## src/rtl/pdm_mic_capture_if.sv

```systemverilog
// PCM sample stream between the PDM capture front end and its consumer.
// The master presents a FIFO head (valid/data/idx); the slave accepts it with ready.
interface pdm_mic_capture_if #(
  parameter int SAMPLE_W = 16,
  parameter int IDX_W    = 12
);
  logic                valid;
  logic                ready;
  logic [SAMPLE_W-1:0] data;
  logic [IDX_W-1:0]    idx;

  modport master (output valid, output data, output idx, input ready);
  modport slave  (input valid, input data, input idx, output ready);
endinterface

```

## src/rtl/pdm_mic_capture.sv

```systemverilog
// PDM microphone front end: generates MIC_CLK, ones-counts the PDM stream over
// DECIM-bit windows into signed PCM and streams a burst of indexed samples.
//
//  state      | meaning
//  -----------+------------------------------------------------------------
//  ST_IDLE    | waiting for en; windows ignored, counters held clear
//  ST_WARMUP  | discarding the first WARMUP windows after start
//  ST_CAPTURE | every window end pushes {pcm, sample_cnt} into the FIFO
//  ST_DONE    | burst complete, done=1, FIFO drains; en=0 returns to idle
module pdm_mic_capture #(
  parameter int CLK_DIV    = 25,
  parameter int DECIM      = 64,
  parameter int SAMPLE_W   = 16,
  parameter int N_SAMPLES  = 4096,
  parameter int WARMUP     = 4,
  parameter int FIFO_DEPTH = 2
) (
  input  logic                 clk,
  input  logic                 rst,
  input  logic                 en,
  output logic                 MIC_CLK,
  input  logic                 MIC_DATA,
  output logic                 MIC_LR_SEL,
  pdm_mic_capture_if.master    out,
  output logic                 done,
  output logic                 overflow
);

  localparam int DW = (CLK_DIV > 1) ? $clog2(CLK_DIV) : 1;
  localparam int CW = $clog2(DECIM + 1);
  localparam int BW = $clog2(DECIM);
  localparam int IW = $clog2(N_SAMPLES);
  localparam int WW = $clog2(WARMUP + 1);
  localparam int PW = (FIFO_DEPTH > 1) ? $clog2(FIFO_DEPTH) : 1;
  localparam int NW = $clog2(FIFO_DEPTH + 1);
  localparam int SH = SAMPLE_W - 1 - BW;
  localparam logic [SAMPLE_W-1:0] PCM_MAX = {1'b0, {(SAMPLE_W-1){1'b1}}};

  typedef enum logic [1:0] {
    ST_IDLE    = 2'd0,
    ST_WARMUP  = 2'd1,
    ST_CAPTURE = 2'd2,
    ST_DONE    = 2'd3
  } state_t;

  state_t               state_q, state_d;
  logic [DW-1:0]        div_cnt;
  logic                 mic_clk_q;
  logic                 bit_tick;
  logic                 active;
  logic [CW-1:0]        ones_cnt;
  logic [CW-1:0]        ones_next;
  logic [BW-1:0]        bit_cnt;
  logic [CW-1:0]        win_c_q;
  logic                 win_end_q;
  logic [SAMPLE_W-1:0]  pcm;
  logic [WW-1:0]        warm_cnt;
  logic [IW-1:0]        sample_cnt;
  logic                 push, flush, clr;

  logic [SAMPLE_W-1:0]  mem_data [FIFO_DEPTH];
  logic [IW-1:0]        mem_idx  [FIFO_DEPTH];
  logic [PW-1:0]        wr_ptr, rd_ptr;
  logic [NW-1:0]        fifo_cnt;
  logic                 full, pop, wr_en;

  function automatic logic [PW-1:0] ptr_inc(input logic [PW-1:0] p);
    return (p == PW'(FIFO_DEPTH - 1)) ? '0 : p + PW'(1);
  endfunction

  assign MIC_CLK    = mic_clk_q;
  assign MIC_LR_SEL = 1'b0;
  assign done       = (state_q == ST_DONE);

  // Free-running MIC_CLK divider, independent of the capture state.
  always_ff @(posedge clk or negedge rst) begin
    if (!rst) begin
      div_cnt   <= '0;
      mic_clk_q <= 1'b0;
    end else if (div_cnt == DW'(CLK_DIV - 1)) begin
      div_cnt   <= '0;
      mic_clk_q <= ~mic_clk_q;
    end else begin
      div_cnt <= div_cnt + DW'(1);
    end
  end

  // A PDM bit is taken on the edge that ends the MIC_CLK high phase.
  assign bit_tick  = (div_cnt == DW'(CLK_DIV - 1)) && mic_clk_q;
  assign active    = (state_q == ST_WARMUP) || (state_q == ST_CAPTURE);
  assign ones_next = ones_cnt + CW'(MIC_DATA);

  // Window accumulation; windows restart from zero whenever capture starts.
  always_ff @(posedge clk or negedge rst) begin
    if (!rst) begin
      ones_cnt  <= '0;
      bit_cnt   <= '0;
      win_c_q   <= '0;
      win_end_q <= 1'b0;
    end else if (clr || !active) begin
      ones_cnt  <= '0;
      bit_cnt   <= '0;
      win_end_q <= 1'b0;
    end else begin
      win_end_q <= 1'b0;
      if (bit_tick) begin
        if (bit_cnt == BW'(DECIM - 1)) begin
          win_c_q   <= ones_next;
          win_end_q <= 1'b1;
          ones_cnt  <= '0;
          bit_cnt   <= '0;
        end else begin
          ones_cnt <= ones_next;
          bit_cnt  <= bit_cnt + BW'(1);
        end
      end
    end
  end

  // Ones count to PCM; an all-ones window would overflow to +2^(W-1), so saturate.
  always_comb begin
    pcm = PCM_MAX;
    if (win_c_q != CW'(DECIM)) begin
      pcm = SAMPLE_W'((int'(win_c_q) * 2 - DECIM) * (2 ** SH));
    end
  end

  // State register.
  always_ff @(posedge clk or negedge rst) begin
    if (!rst) state_q <= ST_IDLE;
    else      state_q <= state_d;
  end

  // Next-state and control strobes.
  always_comb begin
    state_d = state_q;
    push    = 1'b0;
    flush   = 1'b0;
    clr     = 1'b0;
    case (state_q)
      ST_IDLE: begin
        if (en) begin
          state_d = ST_WARMUP;
          flush   = 1'b1;
          clr     = 1'b1;
        end
      end
      ST_WARMUP: begin
        if (!en) begin
          state_d = ST_IDLE;
          flush   = 1'b1;
        end else if (win_end_q && (warm_cnt == WW'(WARMUP - 1))) begin
          state_d = ST_CAPTURE;
        end
      end
      ST_CAPTURE: begin
        if (!en) begin
          state_d = ST_IDLE;
          flush   = 1'b1;
        end else if (win_end_q) begin
          push = 1'b1;
          if (sample_cnt == IW'(N_SAMPLES - 1)) state_d = ST_DONE;
        end
      end
      ST_DONE: begin
        if (!en) state_d = ST_IDLE;
      end
      default: state_d = ST_IDLE;
    endcase
  end

  // Warm-up and sample counters; sample_cnt advances even when a sample is dropped.
  always_ff @(posedge clk or negedge rst) begin
    if (!rst) begin
      warm_cnt   <= '0;
      sample_cnt <= '0;
    end else if (clr) begin
      warm_cnt   <= '0;
      sample_cnt <= '0;
    end else begin
      if ((state_q == ST_WARMUP) && win_end_q) warm_cnt <= warm_cnt + WW'(1);
      if (push) sample_cnt <= sample_cnt + IW'(1);
    end
  end

  assign full  = (fifo_cnt == NW'(FIFO_DEPTH));
  assign pop   = (fifo_cnt != '0) && out.ready;
  assign wr_en = push && (!full || pop);

  // Sticky overflow flag, cleared only by a new start.
  always_ff @(posedge clk or negedge rst) begin
    if (!rst)                        overflow <= 1'b0;
    else if (clr)                    overflow <= 1'b0;
    else if (push && full && !pop)   overflow <= 1'b1;
  end

  // Output FIFO; no bypass, so a push into an empty FIFO shows valid next cycle.
  always_ff @(posedge clk or negedge rst) begin
    if (!rst) begin
      wr_ptr   <= '0;
      rd_ptr   <= '0;
      fifo_cnt <= '0;
      for (int i = 0; i < FIFO_DEPTH; i++) begin
        mem_data[i] <= '0;
        mem_idx[i]  <= '0;
      end
    end else if (flush) begin
      wr_ptr   <= '0;
      rd_ptr   <= '0;
      fifo_cnt <= '0;
    end else begin
      if (wr_en) begin
        mem_data[wr_ptr] <= pcm;
        mem_idx[wr_ptr]  <= sample_cnt;
        wr_ptr           <= ptr_inc(wr_ptr);
      end
      if (pop) rd_ptr <= ptr_inc(rd_ptr);
      case ({wr_en, pop})
        2'b10:   fifo_cnt <= fifo_cnt + NW'(1);
        2'b01:   fifo_cnt <= fifo_cnt - NW'(1);
        default: fifo_cnt <= fifo_cnt;
      endcase
    end
  end

  assign out.valid = (fifo_cnt != '0);
  assign out.data  = mem_data[rd_ptr];
  assign out.idx   = mem_idx[rd_ptr];

endmodule
```

## src/flat_wrapper.sv

```systemverilog
// flat-port wrapper written by rule: the top's interface ports become plain ports
module pdm_mic_capture_flat 
#(
  parameter int CLK_DIV    = 25,
  parameter int DECIM      = 64,
  parameter int SAMPLE_W   = 16,
  parameter int N_SAMPLES  = 4096,
  parameter int WARMUP     = 4,
  parameter int FIFO_DEPTH = 2
)
  (clk, rst, en, MIC_CLK, MIC_DATA, MIC_LR_SEL, done, overflow, out_valid, out_data, out_idx, out_ready);
  pdm_mic_capture_if #(.SAMPLE_W(SAMPLE_W)) out_i ();
  input  logic clk;
  input  logic rst;
  input  logic en;
  output logic MIC_CLK;
  input  logic MIC_DATA;
  output logic MIC_LR_SEL;
  output logic done;
  output logic overflow;
  output wire logic [$bits(out_i.valid)-1:0] out_valid;
  output wire logic [$bits(out_i.data)-1:0] out_data;
  output wire logic [$bits(out_i.idx)-1:0] out_idx;
  input wire logic [$bits(out_i.ready)-1:0] out_ready;
  assign out_valid = out_i.valid;
  assign out_data = out_i.data;
  assign out_idx = out_i.idx;
  assign out_i.ready = out_ready;
  pdm_mic_capture #(.CLK_DIV(CLK_DIV), .DECIM(DECIM), .SAMPLE_W(SAMPLE_W), .N_SAMPLES(N_SAMPLES), .WARMUP(WARMUP), .FIFO_DEPTH(FIFO_DEPTH)) u_core (.clk(clk), .rst(rst), .en(en), .MIC_CLK(MIC_CLK), .MIC_DATA(MIC_DATA), .MIC_LR_SEL(MIC_LR_SEL), .out(out_i), .done(done), .overflow(overflow));
endmodule
```

## config.mk

```make
export PLATFORM = sky130hd
export DESIGN_NAME = pdm_mic_capture_flat
export DESIGN_NICKNAME = d
export VERILOG_FILES = /design/src/rtl/pdm_mic_capture_if.sv /design/src/rtl/pdm_mic_capture.sv /design/src/flat_wrapper.sv
export SDC_FILE = /design/constraint.sdc
export NUM_CORES = 1
export LEC_CHECK = 0
export ABC_AREA = 1
export ABC_CLOCK_PERIOD_IN_PS = 3950
export CELL_PAD_IN_SITES_DETAIL_PLACEMENT = 2
export CELL_PAD_IN_SITES_GLOBAL_PLACEMENT = 2
export CORE_MARGIN = 5
export CORE_UTILIZATION = 37
export DETAILED_ROUTE_END_ITERATION = 10
export PLACE_DENSITY = 0.83
export SLEW_MARGIN = 40
export SYNTH_ARGS = -nofsm -noshare
export SYNTH_HDL_FRONTEND = slang
export SYNTH_SLANG_ARGS = --single-unit
export TNS_END_PERCENT = 10
```

## constraint.sdc

```tcl
create_clock -name clk -period 3.95 [get_ports clk]
set_input_delay 0.79 -clock clk [delete_from_list [all_inputs] [get_ports clk]]
set_output_delay 0.79 -clock clk [all_outputs]
set_load 0.05 [all_outputs]
```

==> results.cfg <==
[status]
status = complete, no violations

[drt]
firstDrtPassIters = 4
drcViolationCount = 0
drtIter0Drc = 172
wl_per_cell_um = 16.1
route.antenna.remaining_nets = 0
num_vias = 3721
drt_wl_total_um = 12000
post_drt_via_cell_ratio = 4.96

[finish]
regArea_mm2 = 0.00218
final_nets = 621
final.fill_count = 1340
most-common-layout-cells = nand2_1 (247), dfrtp_1 (87), inv_1 (59)
final_common_cell = nand2_1
design_area_mm2 = 0.00512
multi_input_area_mm2 = 0.00184
num_antenna_cells = 0
area_growth_pct = 16.1
drive_gt1_share_pct = 5.27
final_util_pct = 44.2

[logic_synthesis]
synth-compound-area-share_pct = 6.19
synthCells = 574
ys_warn_count = 0
synth_fp_nets = 593
synth_fa_ha_area_share_pct = 3.98
synth_mux_area_share_pct = 0
syn_area_mm2 = 0.00441
ys_ff_latch = 87
synth_top_family_by_area = simple AND/OR/NAND/NOR gates
synthSimpleGateAreaFrac_pct = 29.9
yosys.cell_types.count = 27
avgSynthCellArea_um2 = 7.68
yosysSeqAreaShare_pct = 49.4
synthXorXnorAreaFrac_pct = 1.59

[worst_setup_path]
crit_buf_inv = 3
cp.depth = 5
path_class = reg2out
rr_worst_depth = 11
path_common_cell = nand2_1
critPathMaxFanout = 26
max_stage_delay_ps = 800
cp-start-kind = flip-flop
cp_slowest_cell = clkdlybuf4s50_1
end_kind = output port
cp_cell_sequence = buf_4 > inv_1 > nand2_1 > nand2_1 > clkdlybuf4s50_1
crit_family = buffers and inverters
cp.required_ps = 3160
arrival_ps = 2270

[sta]
skew_ps = 8.87
fmax_mhz = 327
setup_viol = 0
setup-tns-final_ps = 0
tightest_slew_ps = 583
slew_headroom_pct = 61.1
hold_viol_final = 0
maxSlewViolCount = 0
period_minus_slack_ps = 3060
rsz0062_at_grt = no
fin_crit_sh_pct = 77.5

[floorplanning]
start_util_pct = 38.1
pin_count = 38
die_width_um = 119
die_area_mm2 = 0.0142
die_h_um = 119
fp.coreArea_mm2 = 0.0116
num_rows = 39

[clock_network]
clock_path_buffers = 2
cts_tree = done
cts_buffers = 9
post_cts.repair.setup_buffers = 0
htree_levels = 3
clockRootBuffer = clkbuf_16
clk_latency_ps = 340
path_clk_slew_ps = 60
clkSinkCount = 87
cts_resized = 0
ctsHoldBuffers = 0

[power_and_ir_drop]
power.leakage_nw = 2.64
ir_drop_uv = 256
p_total_mw = 2.12
pwr_density_cell_mw_per_mm2 = 415

[place]
place_congestion = 0.786
io_buffers = 36
hpwl_um = 8700
placed_cell_area_mm2 = 0.00482

[grt]
antenna_found_initial = 0
grt_pass1_vias = 4207
grt_pass1_wl_um = 20900
gr-total-overflow = 0
grt_max_degree = 45
grtUsageTotal_pct = 18.1

[worst_hold_path]
hold_class = in2async

[flow_run]
maxCapViolations = 0
per-stage QoR:
stage / hold WS (ps) / instances / setup slack [ps]
global route: 217 / 750 / 711
CTS: 216 / 750 / 541
detailed placement: 460 / 734 / 887
global placement: 455 / 734 / 994
floorplan: 442 / 574 / 476
finish: 228 / 750 / 890
cell usage after synthesis, drive strengths merged:
cell	number	area share, %
a21oi	9	1.0
buf	18	3.1
clkbuf	6	0.51
clkinv	1	0.11
conb	1	0.085
dfrtp	87	49
ha	14	4.0
inv	61	5.2
nand2	249	21
nand3	22	2.8
nand3b	3	0.51
nand4	3	0.43
nor2	45	4.3
nor3	3	0.34
o21ai	42	5.0
o22ai	1	0.14
or2	1	0.14
xnor2	1	0.20
xor2	7	1.4
area by class of cell:
| class | count | share of cell area, % |
|---|---|---|
| well taps | 143 | 3.50 |
| multi-input cells | 401 | 35.9 |
| clock buffers | 13 | 4.89 |
| repair buffers | 41 | 7.73 |
| inverters | 62 | 4.57 |
| clock inverters | 3 | 0.831 |
| flip-flops and latches | 87 | 42.6 |
layer usage:
layer	share of wire (%)	vias up	wire, um	track usage [%]
li1	-	1805	-	-
met1	46	1865	5540	22.9
met2	50	40	6070	31.9
met3	2.1	11	248	2.61
met4	1.5	0	181	5.79
met5	0	-	0	0
cell families after synthesis:
| logic type | Yosys count |
|---|---|
| other | 1 |
| AO/OA/AOI/OAI | 52 |
| buffers and inverters | 86 |
| adder cells (fa/ha/maj) | 14 |
| XOR/XNOR | 8 |
| AND/OR/NAND/NOR | 326 |
| flip-flops | 87 |
final timing paths:
check	from	end	slack (ps)
min reg2reg	u_core.mem_idx[7]	u_core.mem_idx[7]	470
max in group asynchronous	rst	u_core.mem_data[26]	2990
max reg2reg	u_core.state_q[0]	u_core.mem_idx[9]	1620
min in group clk	u_core.mem_idx[7]	u_core.mem_idx[7]	470
max	u_core.rd_ptr	out_data[15]	890
min	rst	u_core.bit_cnt[1]	230
power breakdown:
part           switching [mW]  total [mW]  leakage [nW]  internal, mW
clock network           0.350       0.858         0.140         0.508
logic                   0.256       0.349          1.40        0.0932
registers              0.0128       0.916          1.11         0.903
registers in the layout (all words and copies together), names as in the netlist:
signal,flops
u_core.mem_idx,24
u_core.mem_data,14
u_core.sample_cnt,12
u_core.ones_cnt,7
u_core.win_c_q,7
u_core.bit_cnt,6
u_core.div_cnt,5
u_core.warm_cnt,3
u_core.fifo_cnt,2
u_core.state_q,2
u_core.MIC_CLK,1
u_core.overflow,1
u_core.rd_ptr,1
u_core.win_end_q,1
u_core.wr_ptr,1
(Power assumes the default switching activity.)
